`src/rtl/r3_sdf_stage_ctrl_pkg.sv`:
```
// Shared types and helpers for the radix-3 SDF stage controller and its phase counter.
package r3_sdf_stage_ctrl_pkg;

   typedef enum logic [1:0] {
      IDLE  = 2'd0,
      FILL  = 2'd1,
      RUN   = 2'd2,
      FLUSH = 2'd3
   } state_t;

   localparam logic BF_PASS = 1'b0;
   localparam logic BF_BFLY = 1'b1;

   // Output phase k of the sample leaving the stage, given the input phase.
   function automatic logic [1:0] out_phase(input logic [1:0] phase);
      case (phase)
         2'd0:    return 2'd1;
         2'd1:    return 2'd2;
         default: return 2'd0;
      endcase
   endfunction

   function automatic int unsigned tw_exp(input logic [1:0] k, input int unsigned idx);
      return 32'(k) * idx;
   endfunction

endpackage

```
`src/rtl/r3_sdf_stage_ctrl_if.sv`:
```
// Handshake and datapath-control bundle between the input source, the controller and the stage datapath.
interface r3_sdf_stage_ctrl_if #(
   parameter int DELAY = 3
);
   localparam int TW_W = (2 * DELAY - 1 > 1) ? $clog2(2 * DELAY - 1) : 1;

   logic            in_valid;
   logic            in_sof;
   logic            flush;
   logic            in_ready;
   logic            en;
   logic            dl_we;
   logic            bf_sel;
   logic [TW_W-1:0] tw_addr;
   logic            out_valid;
   logic            out_sof;
   logic            err_sof;

   modport master (
      output in_valid, in_sof, flush,
      input  in_ready, en, dl_we, bf_sel, tw_addr, out_valid, out_sof, err_sof
   );

   modport slave (
      input  in_valid, in_sof, flush,
      output in_ready, en, dl_we, bf_sel, tw_addr, out_valid, out_sof, err_sof
   );
endinterface

```
`src/rtl/r3_sdf_stage_ctrl_phase_counter.sv`:
```
// idx/phase position counter for a 3*DELAY frame with enable, sync restart and clear.
// R3_CTRL_NEGEDGE_EN selects negedge clocking of the flops.
module r3_sdf_stage_ctrl_phase_counter #(
   parameter  int DELAY = 3,
   localparam int CNT_W = (DELAY > 1) ? $clog2(DELAY) : 1
) (
   input  logic             clk,
   input  logic             rst_n,
   input  logic             en,
   input  logic             restart,
   input  logic             clr,
   output logic [CNT_W-1:0] idx,
   output logic [1:0]       phase,
   output logic             at_start
);
   localparam logic [CNT_W-1:0] IDX_LAST = CNT_W'(DELAY - 1);

   logic [CNT_W-1:0] idx_reg, idx_next;
   logic [1:0]       phase_reg, phase_next;

   // A restarting sample is itself position idx0/phase0, so the visible position is forced to zero.
   assign idx      = restart ? '0 : idx_reg;
   assign phase    = restart ? 2'd0 : phase_reg;
   assign at_start = (idx_reg == '0) && (phase_reg == 2'd0);

   always_comb begin
      idx_next   = idx_reg;
      phase_next = phase_reg;
      if (clr) begin
         idx_next   = '0;
         phase_next = 2'd0;
      end else if (en) begin
         if (idx == IDX_LAST) begin
            idx_next   = '0;
            phase_next = (phase == 2'd2) ? 2'd0 : phase + 2'd1;
         end else begin
            idx_next   = idx + 1'b1;
            phase_next = phase;
         end
      end else if (restart) begin
         idx_next   = '0;
         phase_next = 2'd0;
      end
   end

`ifdef R3_CTRL_NEGEDGE_EN
   always_ff @(negedge clk or negedge rst_n) begin
`else
   always_ff @(posedge clk or negedge rst_n) begin
`endif
      if (!rst_n) begin
         idx_reg   <= '0;
         phase_reg <= 2'd0;
      end else begin
         idx_reg   <= idx_next;
         phase_reg <= phase_next;
      end
   end

endmodule

```
`src/rtl/r3_sdf_stage_ctrl.sv`:
```
// Sequencer for one radix-3 SDF FFT stage: enables, butterfly select, twiddle address, output framing.
// R3_CTRL_NEGEDGE_EN selects negedge clocking of all controller flops.
module r3_sdf_stage_ctrl
   import r3_sdf_stage_ctrl_pkg::*;
#(
   parameter int DELAY = 3
) (
   input logic               clk,
   input logic               rst_n,
   r3_sdf_stage_ctrl_if.slave bus
);
   localparam int CNT_W = (DELAY > 1) ? $clog2(DELAY) : 1;
   localparam int TW_W  = (2 * DELAY - 1 > 1) ? $clog2(2 * DELAY - 1) : 1;
   localparam logic [CNT_W-1:0] IDX_LAST = CNT_W'(DELAY - 1);

   state_t           state_reg, state_next;
   logic             flush_pend_reg, flush_pend_next;
   logic             err_sof_reg, err_sof_next;

   logic [CNT_W-1:0] idx;
   logic [1:0]       phase;
   logic             at_start;
   logic             in_frame;
   logic             start_req;
   logic             misplaced;
   logic             restart;
   logic             clr;
   logic             enable;
   logic             out_valid;
   logic             out_sof;
   logic             frame_end;
   logic             flush_end;

   assign in_frame  = (state_reg == FILL) || (state_reg == RUN);
   assign start_req = bus.in_valid && bus.in_sof;
   assign misplaced = start_req && in_frame && !at_start;
   assign restart   = (start_req && (state_reg == IDLE)) || misplaced;
   assign frame_end = (phase == 2'd2) && (idx == IDX_LAST);
   assign flush_end = (phase == 2'd1) && (idx == IDX_LAST);

   r3_sdf_stage_ctrl_phase_counter #(
      .DELAY (DELAY)
   ) u_counter (
      .clk      (clk),
      .rst_n    (rst_n),
      .en       (enable),
      .restart  (restart),
      .clr      (clr),
      .idx      (idx),
      .phase    (phase),
      .at_start (at_start)
   );

   always_comb begin
      state_next      = state_reg;
      flush_pend_next = flush_pend_reg;
      err_sof_next    = 1'b0;
      enable          = 1'b0;
      clr             = 1'b0;
      out_valid       = 1'b0;
      out_sof         = 1'b0;
      case (state_reg)
         IDLE: begin
            if (start_req) begin
               enable     = 1'b1;
               state_next = FILL;
            end
         end
         FILL, RUN: begin
            enable = bus.in_valid;
            if (misplaced) begin
               // Resync: delay-line contents are stale, so refill before emitting anything.
               err_sof_next    = 1'b1;
               flush_pend_next = 1'b0;
               state_next      = FILL;
            end else begin
               out_valid = (state_reg == RUN) ? enable : (enable && (phase == 2'd2));
               out_sof   = enable && (phase == 2'd2) && (idx == '0);
               if (enable && bus.flush) flush_pend_next = 1'b1;
               if (enable && frame_end) begin
                  if (flush_pend_reg || bus.flush) begin
                     state_next      = FLUSH;
                     flush_pend_next = 1'b0;
                  end else begin
                     state_next = RUN;
                  end
               end
            end
         end
         FLUSH: begin
            enable    = 1'b1;
            out_valid = 1'b1;
            if (flush_end) begin
               clr        = 1'b1;
               state_next = IDLE;
            end
         end
         default: state_next = IDLE;
      endcase
   end

`ifdef R3_CTRL_NEGEDGE_EN
   always_ff @(negedge clk or negedge rst_n) begin
`else
   always_ff @(posedge clk or negedge rst_n) begin
`endif
      if (!rst_n) begin
         state_reg      <= IDLE;
         flush_pend_reg <= 1'b0;
         err_sof_reg    <= 1'b0;
      end else begin
         state_reg      <= state_next;
         flush_pend_reg <= flush_pend_next;
         err_sof_reg    <= err_sof_next;
      end
   end

   assign bus.in_ready  = (state_reg != FLUSH);
   assign bus.en        = enable;
   assign bus.dl_we     = enable;
   assign bus.bf_sel    = ((state_reg != FLUSH) && (phase == 2'd2)) ? BF_BFLY : BF_PASS;
   assign bus.tw_addr   = TW_W'(tw_exp(out_phase(phase), 32'(idx)));
   assign bus.out_valid = out_valid;
   assign bus.out_sof   = out_sof;
   assign bus.err_sof   = err_sof_reg;

endmodule
```
`src/flat_wrapper.sv`:
```
// flat-port wrapper written by rule: the top's interface ports become plain ports
module r3_sdf_stage_ctrl_flat import r3_sdf_stage_ctrl_pkg::*;
#(
   parameter int DELAY = 3
)
  (clk, rst_n, bus_in_valid, bus_in_sof, bus_flush, bus_in_ready, bus_en, bus_dl_we, bus_bf_sel, bus_tw_addr, bus_out_valid, bus_out_sof, bus_err_sof);
  r3_sdf_stage_ctrl_if #(.DELAY(DELAY)) bus_i ();
  input logic clk;
  input logic rst_n;
  input wire logic [$bits(bus_i.in_valid)-1:0] bus_in_valid;
  input wire logic [$bits(bus_i.in_sof)-1:0] bus_in_sof;
  input wire logic [$bits(bus_i.flush)-1:0] bus_flush;
  output wire logic [$bits(bus_i.in_ready)-1:0] bus_in_ready;
  output wire logic [$bits(bus_i.en)-1:0] bus_en;
  output wire logic [$bits(bus_i.dl_we)-1:0] bus_dl_we;
  output wire logic [$bits(bus_i.bf_sel)-1:0] bus_bf_sel;
  output wire logic [$bits(bus_i.tw_addr)-1:0] bus_tw_addr;
  output wire logic [$bits(bus_i.out_valid)-1:0] bus_out_valid;
  output wire logic [$bits(bus_i.out_sof)-1:0] bus_out_sof;
  output wire logic [$bits(bus_i.err_sof)-1:0] bus_err_sof;
  assign bus_i.in_valid = bus_in_valid;
  assign bus_i.in_sof = bus_in_sof;
  assign bus_i.flush = bus_flush;
  assign bus_in_ready = bus_i.in_ready;
  assign bus_en = bus_i.en;
  assign bus_dl_we = bus_i.dl_we;
  assign bus_bf_sel = bus_i.bf_sel;
  assign bus_tw_addr = bus_i.tw_addr;
  assign bus_out_valid = bus_i.out_valid;
  assign bus_out_sof = bus_i.out_sof;
  assign bus_err_sof = bus_i.err_sof;
  r3_sdf_stage_ctrl #(.DELAY(DELAY)) u_core (.clk(clk), .rst_n(rst_n), .bus(bus_i));
endmodule
```
`config.mk`:
```
export PLATFORM = sky130hd
export DESIGN_NAME = r3_sdf_stage_ctrl_flat
export DESIGN_NICKNAME = d
export VERILOG_FILES = /design/src/rtl/r3_sdf_stage_ctrl_pkg.sv /design/src/rtl/r3_sdf_stage_ctrl_if.sv /design/src/rtl/r3_sdf_stage_ctrl_phase_counter.sv /design/src/rtl/r3_sdf_stage_ctrl.sv /design/src/flat_wrapper.sv
export SDC_FILE = /design/constraint.sdc
export NUM_CORES = 1
export LEC_CHECK = 0
export ABC_AREA = 1
export CAP_MARGIN = 5
export CORE_AREA = 5 5 44 46
export CTS_BUF_LIST = sky130_fd_sc_hd__clkbuf_16
export DETAILED_ROUTE_END_ITERATION = 10
export DIE_AREA = 0 0 49 51
export GPL_TIMING_DRIVEN = 1
export PLACE_DENSITY = 0.8
export SYNTH_ARGS = -nofsm -noshare
export SYNTH_HDL_FRONTEND = slang
export SYNTH_SLANG_ARGS = --single-unit
export TNS_END_PERCENT = 30
```
`constraint.sdc`:
```
create_clock -name clk -period 3.25 [get_ports clk]
set_input_delay 0.975 -clock clk [delete_from_list [all_inputs] [get_ports clk]]
set_output_delay 0.975 -clock clk [all_outputs]
set_load 0.05 [all_outputs]
```
-- Yosys cells after proc, flatten, opt, wreduce, memory -nomap -nowiden
Index checks and enable logic that the tools add are counted.
- register bits: 8
- input bits: 5
- output and inout port bits: 10
- word-level logic and storage cells: 73
- multiplexer cells: 32
- reductions and logical operators: 23
- add/sub/neg operators: 2
- equality and inequality tests: 10
- $mul: 1
- operators by type and width (operator ; count):
    two-way mux 2 bit ; 13
    two-way mux 1 bit ; 15
    logical AND 1 bit ; 12
    zero test 2 bit ; 5
    == test 2 bit (second input constant) ; 4
    one-hot mux 2 bit (3 select lines) ; 1
    adder 2 x 1 -> 2 bit (second input constant) ; 2
    == test 2 x 1 -> 1 bit (second input constant) ; 2
    != test 2 x 1 -> 1 bit (second input constant) ; 2
    one-hot mux 2 bit (2 select lines) ; 1
    logical OR 1 bit ; 3
    multiplier 2 x 2 -> 3 bit ; 1
    != test 3 x 1 -> 1 bit (second input constant) ; 1
    one-hot mux 1 bit (3 select lines) ; 1
    AND reduction 3 bit ; 1
    != test 2 bit (second input constant) ; 1
    one-hot mux 1 bit (2 select lines) ; 1
    OR reduction 2 bit ; 1
    zero test 1 bit ; 1

-- Logic depth before layout (Yosys ltp)
Gate-level depths: netlist of run 1.
- depth after elaboration: 12
- depth in mapped cells: 12
- mapped depth without buffers: 12

-- Cells and area by module
Synthesis of run 1 repeated with hierarchy kept, for this count alone.
- cells, all modules: 109
- area total of the unflattened synthesis: 704.4 um^2
- modules (own cells, without submodules) (module ; area each (um^2) ; seq. area each (um^2) ; cells each ; times used):
    r3_sdf_stage_ctrl ; 460.4 ; 100.1 ; 73 ; 1
    r3_sdf_stage_ctrl_phase_counter ; 244.0 ; 100.1 ; 36 ; 1

-- Worst setup path after synthesis of run 1
OpenSTA, ideal clock, no wires.
- path type: in2out
- start point: in bus_in_valid
- end point: out bus_tw_addr[2]
- data required time: 2.275 ns
- arrival time: 2.623 ns
- path buffers: 0
- setup slack: -0.348 ns
- stages on the path: 10
- cells stage by stage: nand2_1 -> inv_2 -> nand2_2 -> nand2_1 -> nor2_1 -> nor2_1 -> inv_2 -> nor2_1 -> ha_1 -> xnor2_1
- longest elaborated chain between the ends: 8
- elaborated cells between the ends (all ways): 11
- those cells by class: mul: 1; eq/ne: 1; mux: 3; reduce/logical: 6
- ends and longest elaborated chain (element ; line ; text):
    start, declared ; flat_wrapper.sv:10 ; input wire logic [$bits(bus_i.in_valid)-1:0] bus_in_valid;
    logical AND 1 bit (*) ; r3_sdf_stage_ctrl.sv:35 ; assign start_req = bus.in_valid && bus.in_sof;
    logical AND 1 bit (2 in a row) ; r3_sdf_stage_ctrl.sv:36 ; assign misplaced = start_req && in_frame && !at_start;
    logical OR 1 bit (*) ; r3_sdf_stage_ctrl.sv:37 ; assign restart = (start_req && (state_reg == IDLE)) || misplaced;
    two-way mux 2 bit ; - ;
    == test 2 x 1 -> 1 bit or zero test 2 bit (tied branches) ; r3_sdf_stage_ctrl_pkg.sv:16 ; case (phase)
    one-hot mux 2 bit (2 select lines) ; r3_sdf_stage_ctrl_pkg.sv:16 ;
    multiplier 2 x 2 -> 3 bit (*) ; r3_sdf_stage_ctrl_pkg.sv:24 ; return 32'(k) * idx;
    end, declared ; flat_wrapper.sv:17 ; output wire logic [$bits(bus_i.tw_addr)-1:0] bus_tw_addr;
Mark *: on every way between the ends. The rest lies on a longest branch, timed or not.

-- Worst setup path in the final report of run 1
- start point: in bus_in_sof
- end point: out bus_tw_addr[2]
- longest elaborated chain between the ends: 8
- elaborated cells between the ends (all ways): 11
- those cells by class: mul: 1; eq/ne: 1; mux: 3; reduce/logical: 6
- ends and longest elaborated chain (element ; line ; text):
    start, declared ; flat_wrapper.sv:11 ; input wire logic [$bits(bus_i.in_sof)-1:0] bus_in_sof;
    logical AND 1 bit (*) ; r3_sdf_stage_ctrl.sv:35 ;
    logical AND 1 bit (2 in a row) ; r3_sdf_stage_ctrl.sv:36 ;
    logical OR 1 bit (*) ; r3_sdf_stage_ctrl.sv:37 ;
    two-way mux 2 bit ; - ;
    == test 2 x 1 -> 1 bit or zero test 2 bit (tied branches) ; r3_sdf_stage_ctrl_pkg.sv:16 ;
    one-hot mux 2 bit (2 select lines) ; r3_sdf_stage_ctrl_pkg.sv:16 ;
    multiplier 2 x 2 -> 3 bit (*) ; r3_sdf_stage_ctrl_pkg.sv:24 ;
Marks and branches as above.

==> out/summary.txt, run 1 <==
status -> complete, no violations
vias in the first global route -> 710
Seq cells post-synth -> 8
Reg clk slew, reported paths -> 0.03 ns
Most common cell on crit path -> nor2_2
Comb power frac -> 73.1%
CP Cell Sequence -> buf_2 > nand2_4 > nor2_4 > nand2_4 > nand2_2 > nor2_2 > nor2_2 > inv_2 > nor2_2 > ha_2 > xnor2_2 > buf_12
Num CTS Buffers -> 3
post-route clock period utilization -> 97.5%
Area Growth Syn to Fin -> 69.2%
clock power share -> 14.1%
top-area cell type share of the netlist area -> 29.5%
port bufs -> 14
max_cap viols -> 0
clk root buf -> clkbuf_16
via count -> 743
most common cell after layout, fill and taps aside -> buf_4
synthesized area -> 678 µm²
worst-path fanout max -> 4
worst-skew pair later-pin latency -> 0.23 ns
Slew @ Worst Pin -> 0.497 ns
Max Slew Vio Count -> 0
Mean Syn Cell Area -> 7.14 µm²
synthesized instance count -> 95
Setup Crit Path Kind -> in -> out
number of clock sinks -> 8
# rows -> 14
post-route setup slack -> 0.0802 ns
io pins -> 15
Area contributors post-synth -> dfrtp_1 (30%), nand2_1 (9.4%), ha_1 (9.2%)
worst endpoint required time -> 2.27 ns
first-pass GRT wire length -> 3.02 mm
fraction of registers with async set/reset -> 100%
worst hold path class -> reg -> reg
largest stage delay on the critical path -> 0.20 ns
CORE AREA -> 0.00147 mm²
critical path endpoint category -> primary output
sequential cell fraction of total power -> 12.8%
Worst Hold Slack -> 0.509 ns
DRT iter0 DRCs -> 15
CTS max path bufs -> 2
Fillers -> 90
GRT Overall Usage -> 15.5%
VDD IR max -> 0.00124 V
final total power -> 1.45 mW
syn nets -> 105
pin count of the biggest net entering global routing -> 9
Antenna Cells -> 0
P_leak -> 0.585 nW
HPWL reported at the end of detailed placement -> 1.25 mm
Setup crit start kind -> input pin
Worst Path Arrival -> 2.19 ns
total iterations of the first detailed-routing run -> 4
Detail Route Antenna Nets -> 0
P_int -> 0.753 mW
post-synthesis sequential area ratio -> 29.5%
most frequent cells in the layout -> buf_4 (16), nand2_1 (15), inv_1 (13), nor2_1 (8), dfrtp_1 (8)
Setup Viol. Count Final -> 0
die height -> 51 µm
FMAX -> 0.315 GHz
RSZ-0062 raised after global routing -> false
Net Sw Power -> 0.693 mW
dominant synthesized flop cell -> dfrtp_1
Sw Share -> 47.9%
Power Density -> 1260 mW/mm²
Worst Skew -> 0.00136 ns
H-tree depth -> 1
Final GP Congestion -> 0.786
Post-synth EDFFs -> 0
largest area contributor in the netlist -> dfrtp_1
Remaining DRCs -> 0
Max transition margin -> 66.8%
CTS Hold Bufs -> 0
DR vias/cell -> 5.20
drt wl/cell -> 12.6 µm
Fin. Hold Viols -> 0
WL final -> 1.81 mm
CTS tree -> built
initial antenna violation count -> 0
post-synth cell types -> 23
Die ar. -> 0.00250 mm²
Place WS -> -0.415 ns
critical path's slowest cell -> ha_2
number of synthesis warnings -> 0
Initial Util -> 46.1%
Horiz. Die Dim -> 49 µm
total global routing overflow -> 0
fin nets -> 139
Min Clock Period, post-route -> 3.17 ns
share of layout cells above drive strength 1 -> 44.9%
-- Yosys cell counts, types with 2 or more instances --
library cell	instances
o21ai_1	3
inv_2	3
nand2_2	2
inv_1	16
dfrtp_1	8
ha_1	5
nand3_1	5
nor2_1	12
nand2_1	17
nor2_2	4
o21ai_0	3
a21oi_1	6
-- per-stage QoR --
stage | TNS (ns) | instances | util, % | area, µm²
final | 0 | 143 | 78.0 | 1150
after global routing | 0 | 143 | 78.0 | 1150
after CTS | 0 | 141 | 75.9 | 1120
after detailed placement | -1.62 | 136 | 67.9 | 1000
after global placement | -1.49 | 136 | 67.9 | 1000
after floorplan | -0.0578 | 95 | - | 689
-- logic make-up (layout without fill, tap and decap cells) --
| family | Yosys count | after routing | share of synthesized area (%) |
|---|---|---|---|
| and+or+nand+nor | 47 | 47 | 36.7 |
| buffers and inverters | 20 | 52 | 11.6 |
| AOI/OAI and AO/OA | 14 | 14 | 11.6 |
| DFF | 8 | 8 | 29.5 |
| adders and majority gates | 5 | 5 | 9.23 |
| xor gates and xnor gates | 1 | 1 | 1.29 |
-- per-layer routing --
layer | vias up | wire (µm) | GRT usage (%)
met1 | 338 | 709 | 17.7
met4 | 0 | 53 | 9.42
li1 | 365 | - | -
met2 | 32 | 927 | 26.5
met5 | - | 0 | 0
met3 | 8 | 116 | 3.49
-- power by group through the flow --
stage | Sequential [mW] | Combinational [mW] | Clock (mW)
4_1_cts | 0.188 | 1.00 | 0.211
2_1_floorplan | 0.190 | 0.589 | 0
6_report | 0.185 | 1.06 | 0.204
3_5_place_dp | 0.187 | 0.958 | 0
3_3_place_gp | 0.185 | 0.946 | 0
5_1_grt | 0.191 | 1.13 | 0.221
-- path summary, 6_finish.rpt --
kind / start / slack (ns) / to / cells past startpoint
worst max-delay path: bus_in_sof / 0.08 / bus_tw_addr[2] / 12
worst min-delay path: u_core.state_reg[0] / 0.51 / u_core.state_reg[0] / 2
worst max register to register: u_core.state_reg[0] / 1.18 / u_core.u_counter.phase_reg[0] / 11
worst min register to register: u_core.state_reg[0] / 0.51 / u_core.state_reg[0] / 2
max in group asynchronous: rst_n / 1.95 / u_core.state_reg[0] / 1
min in group asynchronous: rst_n / 1.03 / u_core.u_counter.phase_reg[1] / 1
-- final cells by class --
cell class / count / area [µm²] / area share [%]
timing repair buffer: 30 / 328 / 28.6
tap: 16 / 20.0 / 1.74
clock buffer: 3 / 75.1 / 6.54
multi-input combinational: 67 / 450 / 39.3
inverter: 19 / 73.8 / 6.43
sequential: 8 / 200 / 17.4
-- worst max-delay path: cells and delay by family --
family | cells | cell delay [ns]
buffers and inverters | 3 | 0.31
adders and majority gates | 1 | 0.20
and+or+nand+nor | 7 | 0.58
xor gates and xnor gates | 1 | 0.13
-- timing repair --
action,in CTS,in global routing
pin swaps,10,8
gates resized for setup,18,8
setup endpoints to repair,6,4
gates cloned,0,0
setup buffers,2,2
No activity file was read; power rests on OpenSTA's default activity.
==> run 2: changes to the inputs <==
SLEW_MARGIN = 20   (was default)
==> results of run 2 <==
The final DEF is identical to that of run 1; final timing and power are the same.
